`src/rtl/pdm_channel_sequencer.sv`:
```
// rtl/pdm_channel_sequencer.sv - per-mic channel tagging, masking and frame resync (stats under PDM_SEQ_STATS_EN)
module pdm_channel_sequencer #(
  parameter int                  NUM_MICS  = 5,
  parameter int                  CIC_BITS  = 8,
  parameter int                  CH_BITS   = $clog2(NUM_MICS),
  parameter logic [NUM_MICS-1:0] INIT_MASK = {NUM_MICS{1'b1}}
) (
  input  logic                clk,
  input  logic                rst,
  input  logic                s_axis_tvalid,
  output logic                s_axis_tready,
  input  logic [CIC_BITS-1:0] s_axis_tdata,
  input  logic                s_axis_tlast,
  output logic                m_axis_tvalid,
  input  logic                m_axis_tready,
  output logic [CIC_BITS-1:0] m_axis_tdata,
  output logic                m_axis_tlast,
  output logic [CH_BITS-1:0]  m_axis_tuser,
  input  logic [NUM_MICS-1:0] cfg_mask,
  input  logic                cfg_mask_valid,
  output logic                cfg_busy,
  output logic [15:0]         stat_frames,
  output logic [7:0]          stat_sync_errs
);

  localparam logic [CH_BITS-1:0] LAST_CH = CH_BITS'(NUM_MICS - 1);

  logic [CH_BITS-1:0]  ch;
  logic [CH_BITS-1:0]  ch_next;
  logic [CH_BITS-1:0]  hi_ch;
  logic [NUM_MICS-1:0] active_mask;
  logic [NUM_MICS-1:0] pending;
  logic                accept;
  logic                ch_en;
  logic                frame_end;
  logic                apply;

  // The output register may be reloaded whenever it is empty or being drained,
  // and dropped beats obey the same rule so the input never races ahead.
  assign s_axis_tready = !m_axis_tvalid || m_axis_tready;
  assign accept        = s_axis_tvalid && s_axis_tready;
  assign ch_en         = active_mask[ch];
  assign ch_next       = (s_axis_tlast || ch == LAST_CH) ? '0 : ch + 1'b1;
  assign frame_end     = accept && (ch_next == '0);

  // Pending mask only lands on a frame boundary, so a frame never mixes masks.
  assign apply = cfg_busy && (frame_end || (ch == '0 && !accept));

  // Highest enabled mic closes the output frame.
  always_comb begin
    hi_ch = '0;
    for (int i = 0; i < NUM_MICS; i++) begin
      if (active_mask[i]) hi_ch = CH_BITS'(i);
    end
  end

  // Channel tracking, output register and mask bookkeeping.
  always_ff @(posedge clk) begin
    if (rst) begin
      ch            <= '0;
      m_axis_tvalid <= 1'b0;
      m_axis_tdata  <= '0;
      m_axis_tlast  <= 1'b0;
      m_axis_tuser  <= '0;
      active_mask   <= INIT_MASK;
      pending       <= '0;
      cfg_busy      <= 1'b0;
    end else begin
      if (accept) ch <= ch_next;
      if (s_axis_tready) begin
        m_axis_tvalid <= accept && ch_en;
        if (accept && ch_en) begin
          m_axis_tdata <= s_axis_tdata;
          m_axis_tuser <= ch;
          m_axis_tlast <= (ch == hi_ch) || s_axis_tlast;
        end
      end
      if (apply) active_mask <= pending;
      if (cfg_mask_valid) pending <= cfg_mask;
      cfg_busy <= cfg_mask_valid || (cfg_busy && !apply);
    end
  end

`ifdef PDM_SEQ_STATS_EN
  logic sync_err;

  // Short frame (early tlast) or long frame (no tlast on the last mic).
  assign sync_err = accept && (s_axis_tlast != (ch == LAST_CH));

  // Frame counter wraps; sync error counter saturates.
  always_ff @(posedge clk) begin
    if (rst) begin
      stat_frames    <= '0;
      stat_sync_errs <= '0;
    end else begin
      if (frame_end) stat_frames <= stat_frames + 16'd1;
      if (sync_err && stat_sync_errs != 8'hFF) stat_sync_errs <= stat_sync_errs + 8'd1;
    end
  end
`else
  assign stat_frames    = '0;
  assign stat_sync_errs = '0;
`endif

endmodule
```
`config.mk`:
```
export PLATFORM = sky130hd
export DESIGN_NAME = pdm_channel_sequencer
export DESIGN_NICKNAME = d
export VERILOG_FILES = /design/src/rtl/pdm_channel_sequencer.sv
export SDC_FILE = /design/constraint.sdc
export NUM_CORES = 1
export LEC_CHECK = 0
export ABC_CLOCK_PERIOD_IN_PS = 2300
export CAP_MARGIN = 20
export CORE_AREA = 2 2 61 63
export CTS_CLUSTER_SIZE = 10
export DETAILED_ROUTE_END_ITERATION = 10
export DIE_AREA = 0 0 63 65
export GPL_TIMING_DRIVEN = 0
export PLACE_DENSITY_LB_ADDON = 0.3
export SETUP_SLACK_MARGIN = 0.2
export SLEW_MARGIN = 20
export SYNTH_ARGS = -nofsm -noshare
export SYNTH_HDL_FRONTEND = slang
export SYNTH_SLANG_ARGS = --single-unit
```
`constraint.sdc`:
```
create_clock -name clk -period 2.3 [get_ports clk]
set_input_delay 0.23 -clock clk [delete_from_list [all_inputs] [get_ports clk]]
set_output_delay 0.23 -clock clk [all_outputs]
set_load 0.01 [all_outputs]
```
==> metrics.md, run 1 <==
| Metric | Value |
|---|---|
| Crit share post-route | `0.801` |
| Post-synth EDFFs | `0` |
| Pwr dens | `516 mW/mm^2` |
| Global-route usage over all layers | `0.122` |
| VDD IR-drop max | `546 uV` |
| Highest routed layer | `met4` |
| # diodes | `0` |
| Outcome | `complete, no violations` |
| Slowest-stage cell, CP | `or4b_1` |
| TritonCTS Buffers | `3` |
| H-tree depth | `1` |
| CTS clk-pin slew, worst paths | `0.15 ns` |
| Antenna Violating Nets Remaining | `0` |
| Avg WL per Cell | `9.34 microns` |
| Post-synthesis sequential area ratio | `0.387` |
| Vias in the first global route | `908` |
| Area share of the largest cell type after synthesis | `0.387` |
| Pre-antenna DRT Iters | `5` |
| CP cell instances | `inv_1 -> ha_1 -> inv_1 -> a31oi_1 -> nor2_1 -> or4b_1 -> a21oi_1` |
| Largest net degree at the start of global routing | `17` |
| Hold_ws | `0.274 ns` |
| Synth area leader | `dfxtp_1` |
| Clock Skew | `0.00314 ns` |
| RSZ-0062 raised after global routing | `no` |
| Register bit total from synthesis | `27` |
| Drt drc | `0` |
| Final setup fails | `0` |
| Worst skew pair latency | `0.33 ns` |
| # hold bufs at CTS | `0` |
| Slowest stage delay, CP | `0.52 ns` |
| Starting DRT DRC Count | `20` |
| Die height | `65 microns` |
| # IOs | `58` |
| RePlAce Congestion | `0.734` |
| Worst setup EP type | `flop` |
| Worst Path Required | `2.57 ns` |
| CTS tree | `yes` |
| Total Wirelength | `2430 microns` |
| Setup TNS | `0 ns` |
| Leakage | `0.860 nW` |
| Final HPWL DP | `1880 microns` |
| Class of the worst hold path | `in2reg` |
| Via count | `1091` |
| Setup crit start kind | `flop` |
| Max Clk Rate | `543 MHz` |
| Die area | `0.00410 sq mm` |
| Clock period minus worst slack | `1.84 ns` |
| Share of post-route cells with drive strength above 1 | `0.170` |
| CP Class | `reg2reg` |
| Metal-1 WL | `1110 microns` |
| CTS Root Cell | `clkbuf_4` |
| Worst Path Arrival | `2.12 ns` |
| Final Hold Fails | `0` |
| Post-synth cell types | `29` |
| Core area | `0.00350 sq mm` |
| GR Overflow Total | `0` |
| CTS sink cnt | `27` |
| Port bufs | `32` |
| Area of the mapped netlist | `0.00140 sq mm` |
| Via density per instance | `4.20` |
| Top post-synthesis cells by area | `dfxtp_1 39%, mux2i_1 17%, buf_4 13%` |
| Initial core utilization | `0.399` |
| Synth warn | `0` |
| Syn Inst Count | `153` |
| Antenna violations before repair | `0` |
| Nets | `234` |
| Most instantiated cells after synthesis | `31 x nor2_1, 27 x dfxtp_1, 25 x buf_4, 23 x mux2i_1, 6 x a21oi_1` |
| FFs w/ async S/R, synth | `0` |
| First-pass GRT wire length | `3930 microns` |
| Synth-to-layout area growth | `35.7%` |
| Ys flop type | `dfxtp_1` |
| Die X | `63 microns` |
| Final Max Slew Viols | `0` |
| CP most frequent cell | `inv_1` |
| Max Cap Viol | `0` |
| Avg Cell Area, Syn | `9.12 sq um` |
| Row Count | `22` |
| Metal2 WL | `1100 microns` |
| Wire length on met3 | `190 microns` |
| CTS max path bufs | `2` |
| Largest fanout on the critical path | `6` |
| Total power | `0.977 mW` |
| Most common cell in the synthesized netlist | `nor2_1` |
worst paths after layout:
| kind | startpoint | to | slack [ns] | cells past startpoint |
|---|---|---|---|---|
| setup / recovery | ch[0]$_SDFFE_PP0P_ | cfg_busy$_SDFF_PP0_ | 0.46 | 7 |
| hold / removal | cfg_mask_valid | cfg_busy$_SDFF_PP0_ | 0.27 | 3 |
| setup reg to reg | ch[0]$_SDFFE_PP0P_ | cfg_busy$_SDFF_PP0_ | 0.46 | 7 |
| hold reg to reg | m_axis_tuser[0]$_SDFFE_PP0P_ | m_axis_tuser[0]$_SDFFE_PP0P_ | 0.51 | 2 |
where the power goes:
| group | internal, mW | leakage [nW] | switching [mW] | total (mW) |
|---|---|---|---|---|
| registers | 0.500 | 0.222 | 0.0218 | 0.522 |
| logic | 0.138 | 0.624 | 0.107 | 0.245 |
| clock network | 0.0667 | 0.0139 | 0.144 | 0.211 |
| total | 0.704 | 0.860 | 0.273 | 0.977 |
timing repair:
| action | 4_1_cts | 5_1_grt |
|---|---|---|
| setup buffers | 0 | 0 |
| gates resized for setup | 0 | 1 |
| setup endpoints to repair | 0 | 1 |
cells by family (layout without fill, tap and decap cells):
logic type	count (synthesis)	in the layout	share of synthesized area
AND/OR/NAND/NOR	48	48	0.164
buffers and inverters	36	72	0.176
flip-flops	27	27	0.387
multiplexers	23	23	0.165
AO/OA/AOI/OAI	14	14	0.0745
adder cells (fa/ha/maj)	2	2	0.0179
XOR/XNOR	2	2	0.0126
other	1	24	0.00269
metal layers:
| metal | vias up | GRT usage |
|---|---|---|
| met1 | 461 | 0.145 |
| met4 | 0 | 0.0417 |
| met3 | 4 | 0.0417 |
| li1 | 584 | - |
| met5 | - | 0 |
| met2 | 42 | 0.206 |
metrics by stage:
step / utilization / std cells / area, sq um / worst slack [ns]
after floorplan: - / 176 / 1480 / 0.582
after global placement: 0.533 / 256 / 1860 / 0.365
after detailed placement: 0.533 / 256 / 1860 / 0.350
after CTS: 0.541 / 260 / 1890 / 0.341
after global routing: 0.542 / 260 / 1890 / 0.304
final: 0.542 / 260 / 1890 / 0.457
flip-flops by register name, indices dropped and copies added (netlist names):
name and flops:
ch 3, pending 5, cfg_busy 1, m_axis_tlast 1, m_axis_tvalid 1, m_axis_tuser 3
m_axis_tdata 8, active_mask 5
worst max-delay path, delay by kind of cell, from the launching register on:
family                     cells  cell delay, ns
adders and majority gates      1            0.31
DFF                            1            0.42
AOI/OAI and AO/OA              2            0.30
and+or+nand+nor                2            0.59
buffers and inverters          2            0.16
cell type report:
cell class | count | area [sq um]
Fill cell | 353 | 1600
Multi-Input combinational cell | 113 | 696
Sequential cell | 27 | 542
Timing Repair Buffer | 32 | 320
Buffer | 32 | 230
Tap cell | 48 | 60.1
Clock buffer | 3 | 22.5
Inverter | 4 | 15.0
Clock inverter | 1 | 7.51
placed cells by master, fill, tap and decap left out, drive strengths merged, types with 2 or more instances in the layout:
| master | netlist | layout |
|---|---|---|
| clkdlybuf4s50 | 0 | 32 |
| nor2 | 31 | 31 |
| buf | 28 | 28 |
| dfxtp | 27 | 27 |
| conb | 1 | 24 |
| mux2i | 23 | 23 |
| clkbuf | 4 | 7 |
| a21oi | 6 | 6 |
| nor3 | 5 | 5 |
| inv | 4 | 4 |
| nand2 | 3 | 3 |
| xnor2 | 2 | 2 |
| o21ai | 2 | 2 |
| nor2b | 2 | 2 |
| ha | 2 | 2 |
| or4b | 2 | 2 |
(Power assumes the default switching activity.)
==> run 2: changes to the inputs <==
Settings changed: ABC_CLOCK_PERIOD_IN_PS 2300 to 1500, CORE_AREA 2 2 61 63 to 2 2 64 66, DIE_AREA 0 0 63 65 to 0 0 66 68.
Clock period 2.3 ns to 1.5 ns, I/O delays scaled along.
==> metrics.md, run 2 (synthesis gave the netlist of run 1 again) <==
| Metric | Value |
|---|---|
| Max Clk Rate | `587 MHz (was 543 MHz)` |
| # hold bufs at CTS | `0 (unchanged)` |
| Largest fanout on the critical path | `5 (was 6)` |
| Share of post-route cells with drive strength above 1 | `0.250 (was 0.170)` |
| Top reg by flops | `m_axis_tdata (unchanged)` |
| Core area | `0.00386 sq mm (was 0.00350 sq mm)` |
| Largest net degree at the start of global routing | `18 (was 17)` |
| CTS max path bufs | `2 (unchanged)` |
| Vias in the first global route | `940 (was 908)` |
| CTS sink cnt | `27 (unchanged)` |
| Row Count | `23 (was 22)` |
| Synth-to-layout area growth | `42.5% (was 35.7%)` |
| Violated checks | `setup timing` |
| CTS clk-pin slew, worst paths | `0.09 ns (was 0.15 ns)` |
| Worst setup EP type | `flop (unchanged)` |
| Drt drc | `0 (unchanged)` |
| Clock Skew | `0.00235 ns (was 0.00314 ns)` |
| Leakage | `0.972 nW (was 0.860 nW)` |
| Die height | `68 microns (was 65 microns)` |
| Pre-antenna DRT Iters | `4 (was 5)` |
| Commonest non-fill, non-tap cell in the layout | `nor2_1 (was clkdlybuf4s50_1)` |
| Clock period minus worst slack | `1.70 ns (was 1.84 ns)` |
| Pwr dens | `816 mW/mm^2 (was 516 mW/mm^2)` |
| Setup crit start kind | `flop (unchanged)` |
| Final Hold Fails | `0 (unchanged)` |
| # IOs | `58 (unchanged)` |
| Total power | `1.62 mW (was 0.977 mW)` |
| Via density per instance | `4.13 (was 4.20)` |
| Setup TNS | `-2.00 ns (was 0 ns)` |
| Crit share post-route | `1.14 (was 0.801)` |
| Starting DRT DRC Count | `24 (was 20)` |
| CTS Root Cell | `clkbuf_8 (was clkbuf_4)` |
| Final HPWL DP | `1910 microns (was 1880 microns)` |
| Port bufs | `32 (unchanged)` |
| VDD IR-drop max | `598 uV (was 546 uV)` |
| Antenna Violating Nets Remaining | `0 (unchanged)` |
| CP Class | `reg2reg (unchanged)` |
| Outcome | `finished with violations (was complete, no violations)` |
| Class of the worst hold path | `in2reg (unchanged)` |
| Initial core utilization | `0.362 (was 0.399)` |
| Final Instance Area | `0.00199 sq mm (was 0.00189 sq mm)` |
| Nets | `238 (was 234)` |
| PnR worst setup slack | `-0.204 ns (was 0.457 ns)` |
| Total Wirelength | `2580 microns (was 2430 microns)` |
| Placed cell area | `0.00190 sq mm (was 0.00186 sq mm)` |
| Antenna violations before repair | `0 (unchanged)` |
| Relative slew margins | `0.662` |
| Hold_ws | `0.264 ns (was 0.274 ns)` |
| Flip-flop count of the largest register after layout | `8 (unchanged)` |
| GR Overflow Total | `0 (unchanged)` |
| TritonCTS Buffers | `3 (unchanged)` |
| Worst Path Arrival | `1.92 ns (was 2.12 ns)` |
| Final Max Slew Viols | `0 (unchanged)` |
| Via count | `1098 (was 1091)` |
| # diodes | `0 (unchanged)` |
| Die area | `0.00449 sq mm (was 0.00410 sq mm)` |
| Max Cap Viol | `0 (unchanged)` |
| CTS tree | `yes (unchanged)` |
| RePlAce Congestion | `0.729 (was 0.734)` |
| Worst slew pin tran | `0.507 ns` |
| Global-route usage over all layers | `0.119 (was 0.122)` |
| Final setup fails | `18 (was 0)` |
| Worst Path Required | `1.72 ns (was 2.57 ns)` |
| Most frequent cells in the layout | `31 x nor2_1, 27 x buf_4, 24 x conb_1, 24 x dfxtp_1, 23 x mux2i_1 (was 32 x clkdlybuf4s50_1, 31 x nor2_1, 26 x dfxtp_1, 25 x buf_4, 24 x conb_1)` |
| First-pass GRT wire length | `4100 microns (was 3930 microns)` |
| Die X | `66 microns (was 63 microns)` |
| H-tree depth | `1 (unchanged)` |
| RSZ-0062 raised after global routing | `yes (was no)` |
| Worst skew pair latency | `0.28 ns (was 0.33 ns)` |
| Pre-CTS setup slack | `-0.314 ns (was 0.350 ns)` |
| Avg WL per Cell | `9.68 microns (was 9.34 microns)` |
| Biggest regs | `m_axis_tdata x8, active_mask x5, pending x5 (unchanged)` |
-- run 2: changes by cell type in the layout (fill, tap and decap cells not counted), sizes merged --
cell | before | now
clkbuf | 7 | 8
buf | 28 | 32
clkinvlp | 1 | 0
inv | 4 | 5
dlygate4sd2 | 0 | 14
dlymetal6s2s | 0 | 1
clkdlybuf4s50 | 32 | 16
-- run 2: where the power goes --
part | total, mW | switching (mW) | leakage, nW | internal, mW
logic | 0.389 | 0.172 | 0.723 | 0.217
registers | 0.798 | 0.0324 | 0.223 | 0.765
clock network | 0.436 | 0.241 | 0.0261 | 0.195
-- run 2: layout make-up --
cell class	count	area, sq um
Fill cell	391	1870
Multi-Input combinational cell	113	737
Sequential cell	27	547
Timing Repair Buffer	36	338
Buffer	32	236
Tap cell	50	62.6
Clock buffer	3	41.3
Inverter	4	17.5
Clock inverter	1	8.76
-- run 2: per-stage QoR --
stage | utilization | std cells
5_1_grt | 0.516 | 266
3_5_place_dp | 0.492 | 258
4_1_cts | 0.510 | 265
3_3_place_gp | 0.492 | 258
2_1_floorplan | - | 176
6_report | 0.516 | 266
-- run 2: path summary, 6_finish.rpt --
path,startpoint,end,slack [ns],cells past startpoint
min,cfg_mask_valid,cfg_busy$_SDFF_PP0_,0.26,3
max reg2reg,ch[1]$_SDFFE_PP0P_,cfg_busy$_SDFF_PP0_,-0.20,8
max,ch[1]$_SDFFE_PP0P_,cfg_busy$_SDFF_PP0_,-0.20,8
min reg2reg,m_axis_tdata[5]$_SDFFE_PP0P_,m_axis_tdata[5]$_SDFFE_PP0P_,0.50,2
-- run 2: timing repair --
action | in CTS | in global routing
cloned | 0 | 1
pin swaps | 1 | 1
gates resized for setup | 20 | 8
buffers inserted | 3 | 0
setup endpoints to repair | 35 | 24
-- run 2: layer usage --
| metal | part of all wire | track usage | routed length [microns] |
|---|---|---|---|
| met5 | 0 | 0 | 0 |
| met4 | 0 | 0.0306 | 0 |
| met3 | 0.063 | 0.0428 | 162 |
| met2 | 0.47 | 0.201 | 1210 |
| met1 | 0.47 | 0.146 | 1210 |
-- run 2: worst max-delay path, stage by stage, from the launching register on --
cell and delay [ns]:
dfxtp_2 0.35, buf_6 0.12, inv_4 0.04, ha_4 0.25
inv_2 0.03, a31oi_1 0.13, nor2_1 0.08, or4b_4 0.51
a21oi_2 0.12
